**src/rtl/aes_pkg.sv**
```systemverilog
// Shared AES types, round constants and key-schedule localparams.
// AES_EQ_INV_KEY_EN adds the column-wise InvMixColumns helper used by the equivalent inverse schedule.
package aes_pkg;

    localparam int NR = 10;
    localparam int NK = 4;
    localparam int NW = 44;

    typedef logic [0:127] state_t;
    typedef logic [31:0]  word_t;

    typedef enum logic [1:0] {
        IDLE,
        EXPAND,
        READY
    } key_fsm_e;

    function automatic logic [7:0] rcon(input logic [3:0] r);
        case (r)
            4'd1:    rcon = 8'h01;
            4'd2:    rcon = 8'h02;
            4'd3:    rcon = 8'h04;
            4'd4:    rcon = 8'h08;
            4'd5:    rcon = 8'h10;
            4'd6:    rcon = 8'h20;
            4'd7:    rcon = 8'h40;
            4'd8:    rcon = 8'h80;
            4'd9:    rcon = 8'h1b;
            4'd10:   rcon = 8'h36;
            default: rcon = 8'h00;
        endcase
    endfunction

`ifdef AES_EQ_INV_KEY_EN
    function automatic logic [7:0] xtime(input logic [7:0] b);
        xtime = {b[6:0], 1'b0} ^ (b[7] ? 8'h1b : 8'h00);
    endfunction

    // Byte 0 of the column sits in w[31:24].
    function automatic word_t invMixWord(input word_t w);
        logic [7:0] a  [4];
        logic [7:0] m2 [4];
        logic [7:0] m4 [4];
        logic [7:0] m8 [4];
        logic [7:0] m9 [4];
        logic [7:0] mb [4];
        logic [7:0] md [4];
        logic [7:0] me [4];
        for (int i = 0; i < 4; i++) begin
            a[i]  = w[31-8*i -: 8];
            m2[i] = xtime(a[i]);
            m4[i] = xtime(m2[i]);
            m8[i] = xtime(m4[i]);
            m9[i] = m8[i] ^ a[i];
            mb[i] = m8[i] ^ m2[i] ^ a[i];
            md[i] = m8[i] ^ m4[i] ^ a[i];
            me[i] = m8[i] ^ m4[i] ^ m2[i];
        end
        invMixWord = {me[0] ^ mb[1] ^ md[2] ^ m9[3],
                      m9[0] ^ me[1] ^ mb[2] ^ md[3],
                      md[0] ^ m9[1] ^ me[2] ^ mb[3],
                      mb[0] ^ md[1] ^ m9[2] ^ me[3]};
    endfunction
`endif

endpackage

```
**src/rtl/aes_sbox.sv**
```systemverilog
// Combinational forward AES S-box, one byte in and one byte out.
// Shared by the key schedule SubWord and the encryption SubBytes stage.
module aes_sbox (
    input  logic [7:0] byte_i,
    output logic [7:0] byte_o
);

    localparam logic [0:2047] SBOX_TBL = {
        128'h637c777bf26b6fc53001672bfed7ab76,
        128'hca82c97dfa5947f0add4a2af9ca472c0,
        128'hb7fd9326363ff7cc34a5e5f171d83115,
        128'h04c723c31896059a071280e2eb27b275,
        128'h09832c1a1b6e5aa0523bd6b329e32f84,
        128'h53d100ed20fcb15b6acbbe394a4c58cf,
        128'hd0efaafb434d338545f9027f503c9fa8,
        128'h51a3408f929d38f5bcb6da2110fff3d2,
        128'hcd0c13ec5f974417c4a77e3d645d1973,
        128'h60814fdc222a908846eeb814de5e0bdb,
        128'he0323a0a4906245cc2d3ac629195e479,
        128'he7c8376d8dd54ea96c56f4ea657aae08,
        128'hba78252e1ca6b4c6e8dd741f4bbd8b8a,
        128'h703eb5664803f60e613557b986c11d9e,
        128'he1f8981169d98e949b1e87e9ce5528df,
        128'h8ca1890dbfe6426841992d0fb054bb16
    };

    assign byte_o = SBOX_TBL[{byte_i, 3'b000} +: 8];

endmodule

```
**src/rtl/aes_inv_add_round_key.sv**
```systemverilog
// Decryption AddRoundKey stage with an on-chip AES-128 key schedule built one word per clock.
// Define AES_EQ_INV_KEY_EN to store InvMixColumns-transformed keys for rounds 1..9 (equivalent inverse cipher).
module aes_inv_add_round_key
    import aes_pkg::*;
(
    input  logic         clk,
    input  logic         rst_n,
    input  logic         keyValid,
    output logic         keyReady,
    input  logic [0:127] keyIn,
    output logic         keyDone,
    input  logic         inValid,
    output logic         inReady,
    input  logic [0:127] stateIn,
    input  logic [3:0]   inRound,
    output logic         outValid,
    input  logic         outReady,
    output logic [0:127] stateOut,
    output logic [3:0]   outRound,
    output logic         outLast,
    output logic         outErr
);

    key_fsm_e    state_q;
    logic [5:0]  cnt_q;
    logic        keyDone_q;

    word_t       w_q   [NW];
    word_t       win_q [4];

    state_t      stateOut_q, stateOut_d;
    logic [3:0]  outRound_q, outRound_d;
    logic        outLast_q,  outLast_d;
    logic        outErr_q,   outErr_d;
    logic        outValid_q, outValid_d;

    logic        keyAccept, inAccept, drain, badRound;
    logic [3:0]  rkSel;
    state_t      roundKey;
    word_t       rotWord, subWord, tWord, newWord, storeWord;

    assign keyReady  = (state_q == IDLE || state_q == READY) && !outValid_q;
    assign inReady   = (state_q == READY) && (!outValid_q || outReady);
    assign keyAccept = keyValid && keyReady;
    assign inAccept  = inValid && inReady;
    assign drain     = outValid_q && outReady;

    // win_q[0] is w[i-4] and win_q[3] is w[i-1], always in untransformed form.
    assign rotWord = {win_q[3][23:0], win_q[3][31:24]};

    for (genvar g = 0; g < 4; g++) begin : gSubWord
        aes_sbox uSbox (
            .byte_i (rotWord[8*g +: 8]),
            .byte_o (subWord[8*g +: 8])
        );
    end

    assign tWord   = (cnt_q[1:0] == 2'b00) ? (subWord ^ {rcon(cnt_q[5:2]), 24'h0}) : win_q[3];
    assign newWord = win_q[0] ^ tWord;

`ifdef AES_EQ_INV_KEY_EN
    assign storeWord = (cnt_q < 6'(NW - NK)) ? invMixWord(newWord) : newWord;
`else
    assign storeWord = newWord;
`endif

    always_ff @(posedge clk or negedge rst_n) begin
        if (!rst_n) begin
            state_q   <= IDLE;
            cnt_q     <= '0;
            keyDone_q <= 1'b0;
        end else begin
            case (state_q)
                IDLE, READY: begin
                    if (keyAccept) begin
                        keyDone_q <= 1'b0;
                        cnt_q     <= 6'(NK);
                        state_q   <= EXPAND;
                    end
                end
                EXPAND: begin
                    cnt_q <= cnt_q + 6'd1;
                    if (cnt_q == 6'(NW - 1)) begin
                        keyDone_q <= 1'b1;
                        state_q   <= READY;
                    end
                end
                default: state_q <= IDLE;
            endcase
        end
    end

    // Key words are not reset; keyDone gates every use of them.
    always_ff @(posedge clk) begin
        if (keyAccept) begin
            for (int k = 0; k < 4; k++) begin
                w_q[k]   <= keyIn[32*k +: 32];
                win_q[k] <= keyIn[32*k +: 32];
            end
        end else if (state_q == EXPAND) begin
            w_q[cnt_q] <= storeWord;
            win_q[0]   <= win_q[1];
            win_q[1]   <= win_q[2];
            win_q[2]   <= win_q[3];
            win_q[3]   <= newWord;
        end
    end

    assign badRound = inRound > 4'(NR);
    assign rkSel    = badRound ? 4'd0 : inRound;
    assign roundKey = {w_q[{rkSel, 2'b00}], w_q[{rkSel, 2'b01}],
                       w_q[{rkSel, 2'b10}], w_q[{rkSel, 2'b11}]};

    always_comb begin
        stateOut_d = stateOut_q;
        outRound_d = outRound_q;
        outLast_d  = outLast_q;
        outErr_d   = outErr_q;
        outValid_d = outValid_q;
        if (inAccept) begin
            stateOut_d = badRound ? stateIn : (stateIn ^ roundKey);
            outRound_d = inRound;
            outLast_d  = (inRound == 4'd0);
            outErr_d   = badRound;
            outValid_d = 1'b1;
        end else if (drain) begin
            outValid_d = 1'b0;
        end
    end

    always_ff @(posedge clk or negedge rst_n) begin
        if (!rst_n) begin
            stateOut_q <= '0;
            outRound_q <= '0;
            outLast_q  <= 1'b0;
            outErr_q   <= 1'b0;
            outValid_q <= 1'b0;
        end else begin
            stateOut_q <= stateOut_d;
            outRound_q <= outRound_d;
            outLast_q  <= outLast_d;
            outErr_q   <= outErr_d;
            outValid_q <= outValid_d;
        end
    end

    assign keyDone  = keyDone_q;
    assign outValid = outValid_q;
    assign stateOut = stateOut_q;
    assign outRound = outRound_q;
    assign outLast  = outLast_q;
    assign outErr   = outErr_q;

endmodule

```
**config.mk**
```make
export PLATFORM = sky130hd
export DESIGN_NAME = aes_inv_add_round_key
export DESIGN_NICKNAME = d
export VERILOG_FILES = /design/src/rtl/aes_pkg.sv /design/src/rtl/aes_sbox.sv /design/src/rtl/aes_inv_add_round_key.sv
export SDC_FILE = /design/constraint.sdc
export NUM_CORES = 2
export LEC_CHECK = 0
export CAP_MARGIN = 20
export CORE_UTILIZATION = 50
export DETAILED_ROUTE_END_ITERATION = 12
export GPL_TIMING_DRIVEN = 0
export PLACE_DENSITY_LB_ADDON = 0.12
export SLEW_MARGIN = 20
export SYNTH_ARGS = -nofsm -noshare
export SYNTH_HDL_FRONTEND = slang
export SYNTH_HIERARCHICAL = 1
export SYNTH_SLANG_ARGS = --single-unit
```
**constraint.sdc**
```tcl
create_clock -name clk -period 4.7 [get_ports clk]
set_input_delay 0.94 -clock clk [delete_from_list [all_inputs] [get_ports clk]]
set_output_delay 0.94 -clock clk [all_outputs]
set_load 0.1 [all_outputs]
```
==> results.sh <==
export IMPL_synth_avg_cell_area_um2=11.7
export IMPL_clk_pin_slew_ps=70
export IMPL_synth_distinct_cells=89
export IMPL_initial_utilization_pct=50.6
export IMPL_synth_area_um2=85000
export IMPL_synth_simple_area_share_pct=14.2
export IMPL_cts_buffers=151
export IMPL_clk_path_buf_depth=3
export IMPL_synthXorXnorAreaFrac_pct=0.494
export IMPL_violations="negative setup slack"
export IMPL_synthArstFlopShare_pct=8.57
export IMPL_dp_cells=10050
export IMPL_dr_pass1_iters=9
export IMPL_syn_nets=7620
export IMPL_cts_tree="done"
export IMPL_dpl_hpwl_mm=290
export IMPL_synthMuxAreaShare_pct=3.76
export IMPL_die_h_um=414
export IMPL_post_route_period_util_pct=103
export IMPL_slew_violations=0
export IMPL_synth_compound_area_share_pct=17.7
export IMPL_crit_required_ps=5340
export IMPL_syn2layout_area_growth_pct=19.4
export IMPL_synth_adder_area_share_pct=0.971
export IMPL_antenna_left=0
export IMPL_r2r_start="win_q[3][8]"
export IMPL_worst_path_max_fanout=13
export IMPL_cap_violations=0
export IMPL_critPathLaunch="win_q[3][8]"
export IMPL_htreeDepth=4
export IMPL_remaining_drc_errors=0
export IMPL_synth_top_family_by_area="compound AO/OA/AOI/OAI gates"
export IMPL_finalCoreUtilization_pct=60.4
export IMPL_totalWireLength_mm=400
export IMPL_stdcell_area_um2=102000
export IMPL_via_per_inst=7.17
export IMPL_max_freq_mhz=206
export IMPL_die_area_um2=172000
export IMPL_status="complete, but fails checks"
export IMPL_worst_hold_path_type="in -> async"
export IMPL_antenna_found_initial=43
export IMPL_endpoint_kind="register"
export IMPL_post_route_worst_setup_slack_ps=-144
export IMPL_p_leak_nw=35.1
export IMPL_grt_max_degree=77
export IMPL_post_route_min_period_ps=4840
export IMPL_io_pins=403
export IMPL_grt_pass1_vias=70051
export IMPL_fp_dieW_um=414
export IMPL_yosysWarnings=6
export IMPL_hold_violations=0
export IMPL_gr_total_overflow=0
export IMPL_clock_latency_ps=800
export IMPL_drt_iter0_markers=12653
export IMPL_synth_edf_count=1536
export IMPL_grt_pass1_wl_mm=548
export IMPL_place_gp_congestion=1.05
export IMPL_slew_headroom_pct=15.4
export IMPL_syn_inst=7289
export IMPL_finalSetupViolCount=97
export IMPL_row_count=150
export IMPL_ys_flop_type="edfxtp_1"
export IMPL_portBuffers=399
export IMPL_whs_ps=77.4
export IMPL_pwr_density_cell_nw_per_um2=832
export IMPL_cts_root_buffer="clkbuf_16"
export IMPL_cts_hold_buf=0
export IMPL_final_cells=10386
export IMPL_vdd_drop_max_mv=0.674
export IMPL_drive_gt1_share_pct=15.8
export IMPL_cp_arrival_ps=5480
export IMPL_track_usage_pct=45.3
export IMPL_vias=74508
export IMPL_tns_ps=-5160
export IMPL_yosys_register_bits=1680
export IMPL_coreArea_um2=168000
export IMPL_finalPower_mw=84.5
export IMPL_clkSinkCount=1680
export IMPL_yosysSeqAreaShare_pct=58.5
export IMPL_fin_nets=8370
export IMPL_routedWlPerCell_um=38.5
export IMPL_worst_setup_path_start_kind="register"
export IMPL_skew_ps=21.7
export IMPL_tightest_slew_ps=1270
export IMPL_place_area_um2=95300
export IMPL_criticalPathCategory="reg -> reg"
export IMPL_pre_cts_ws_ps=-2120
## report_power, final
group	internal, mW	switching, mW
Combinational	13.0	32.5
Sequential	24.7	1.37
Clock	7.18	5.67
Total	44.9	39.5
## repair_timing
| item | CTS | global route |
|---|---|---|
| endpoints found under the hold margin | 0 | 0 |
| gates resized for setup | 117 | 81 |
| setup endpoints to repair | 1440 | 461 |
| setup buffers | 40 | 16 |
| pin swaps | 16 | 18 |
| gates cloned | 1 | 1 |
## cells in the mapped netlist (all sizes together), types with 120 or more instances
master	instances	area share, %
a21oi	326	1.9
a22oi	141	1.2
buf	319	2.1
clkbuf	352	1.6
dfrtp	144	4.2
edfxtp	1536	54
inv	167	0.74
mux2	152	2.0
nand2	730	3.2
nand2b	178	1.3
nand3	126	0.74
nor2	422	1.9
nor3	150	0.89
o2111ai	150	1.5
o211ai	134	1.2
o21ai	322	1.9
o32ai	126	1.3
or4b	120	1.4
## logic make-up (layout without fill, tap and decap cells)
family,after synthesis,count (layout)
buffers and inverters,846,1718
multiplexers,274,274
AND/OR/NAND/NOR,2315,2315
AO/OA/AOI/OAI,2060,2060
flip-flops,1680,1680
XOR/XNOR,48,50
other,0,19
adder cells (fa/ha/maj),66,66
## layout by cell type, fill, tap and decap left out, types with 86 or more instances in the layout
master / instances
edfxtp_1: 1536
nand2_1: 722
clkdlybuf4s50_1: 396
nor2_1: 366
clkbuf_1: 325
a21oi_1: 319
o21ai_0: 316
buf_2: 225
nand2b_1: 173
clkbuf_16: 157
mux2_2: 151
o2111ai_1: 150
inv_1: 149
nor3_1: 148
dfrtp_1: 144
a22oi_1: 141
o211ai_1: 134
nand3_1: 126
o32ai_1: 122
or4b_1: 110
nor2b_1: 107
buf_6: 96
or2_2: 93
mux2i_1: 92
a211oi_1: 90
a221oi_1: 86
## final timing paths
path / cells past startpoint / slack (ps) / end
max: 15 / -140 / w_q[10][19]
min: 1 / 80 / stateOut[117]
max reg2reg: 15 / -140 / w_q[10][19]
min reg2reg: 2 / 480 / stateOut[98]
max in group asynchronous: 2 / 3680 / stateOut[3]
min in group clk: 2 / 480 / stateOut[98]
## flip-flops by register name, summed over array words and instances, names as in the netlist
register  cells
outValid      1
state_q       2
stateOut    128
win_q       128
cnt_q         6
outLast       1
keyDone       1
outRound      4
w_q        1408
outErr        1
## critical path: stages (launching register included)
cell	delay, ps
edfxtp_1	500
buf_4	280
clkinvlp_4	270
ha_1	360
buf_2	300
clkinvlp_4	300
a2111oi_1	490
a311o_1	190
a311o_1	150
nand3_1	90
o211ai_1	360
mux2i_1	250
xnor2_2	440
buf_6	270
buf_6	220
buf_8	180
## cell type report
type | count | area, um2
clock buffer | 188 | 4160
inverter | 175 | 699
antenna | 19 | 47.5
timing repair buffer | 613 | 7270
buffer | 653 | 3140
tap | 2204 | 2760
clock inverter | 89 | 905
multi-input combinational | 4765 | 32800
sequential | 1680 | 49700
fill | 13040 | 66500
## layer usage
layer,routed length [um],part of all wire (%),GRT usage (%)
met5,183,0.046,0.0556
met4,36700,9.2,33.3
met3,57600,14,15.4
met2,166000,41,64.2
met1,140000,35,57.5
Note: power is estimated with default switching activity, not from simulation.
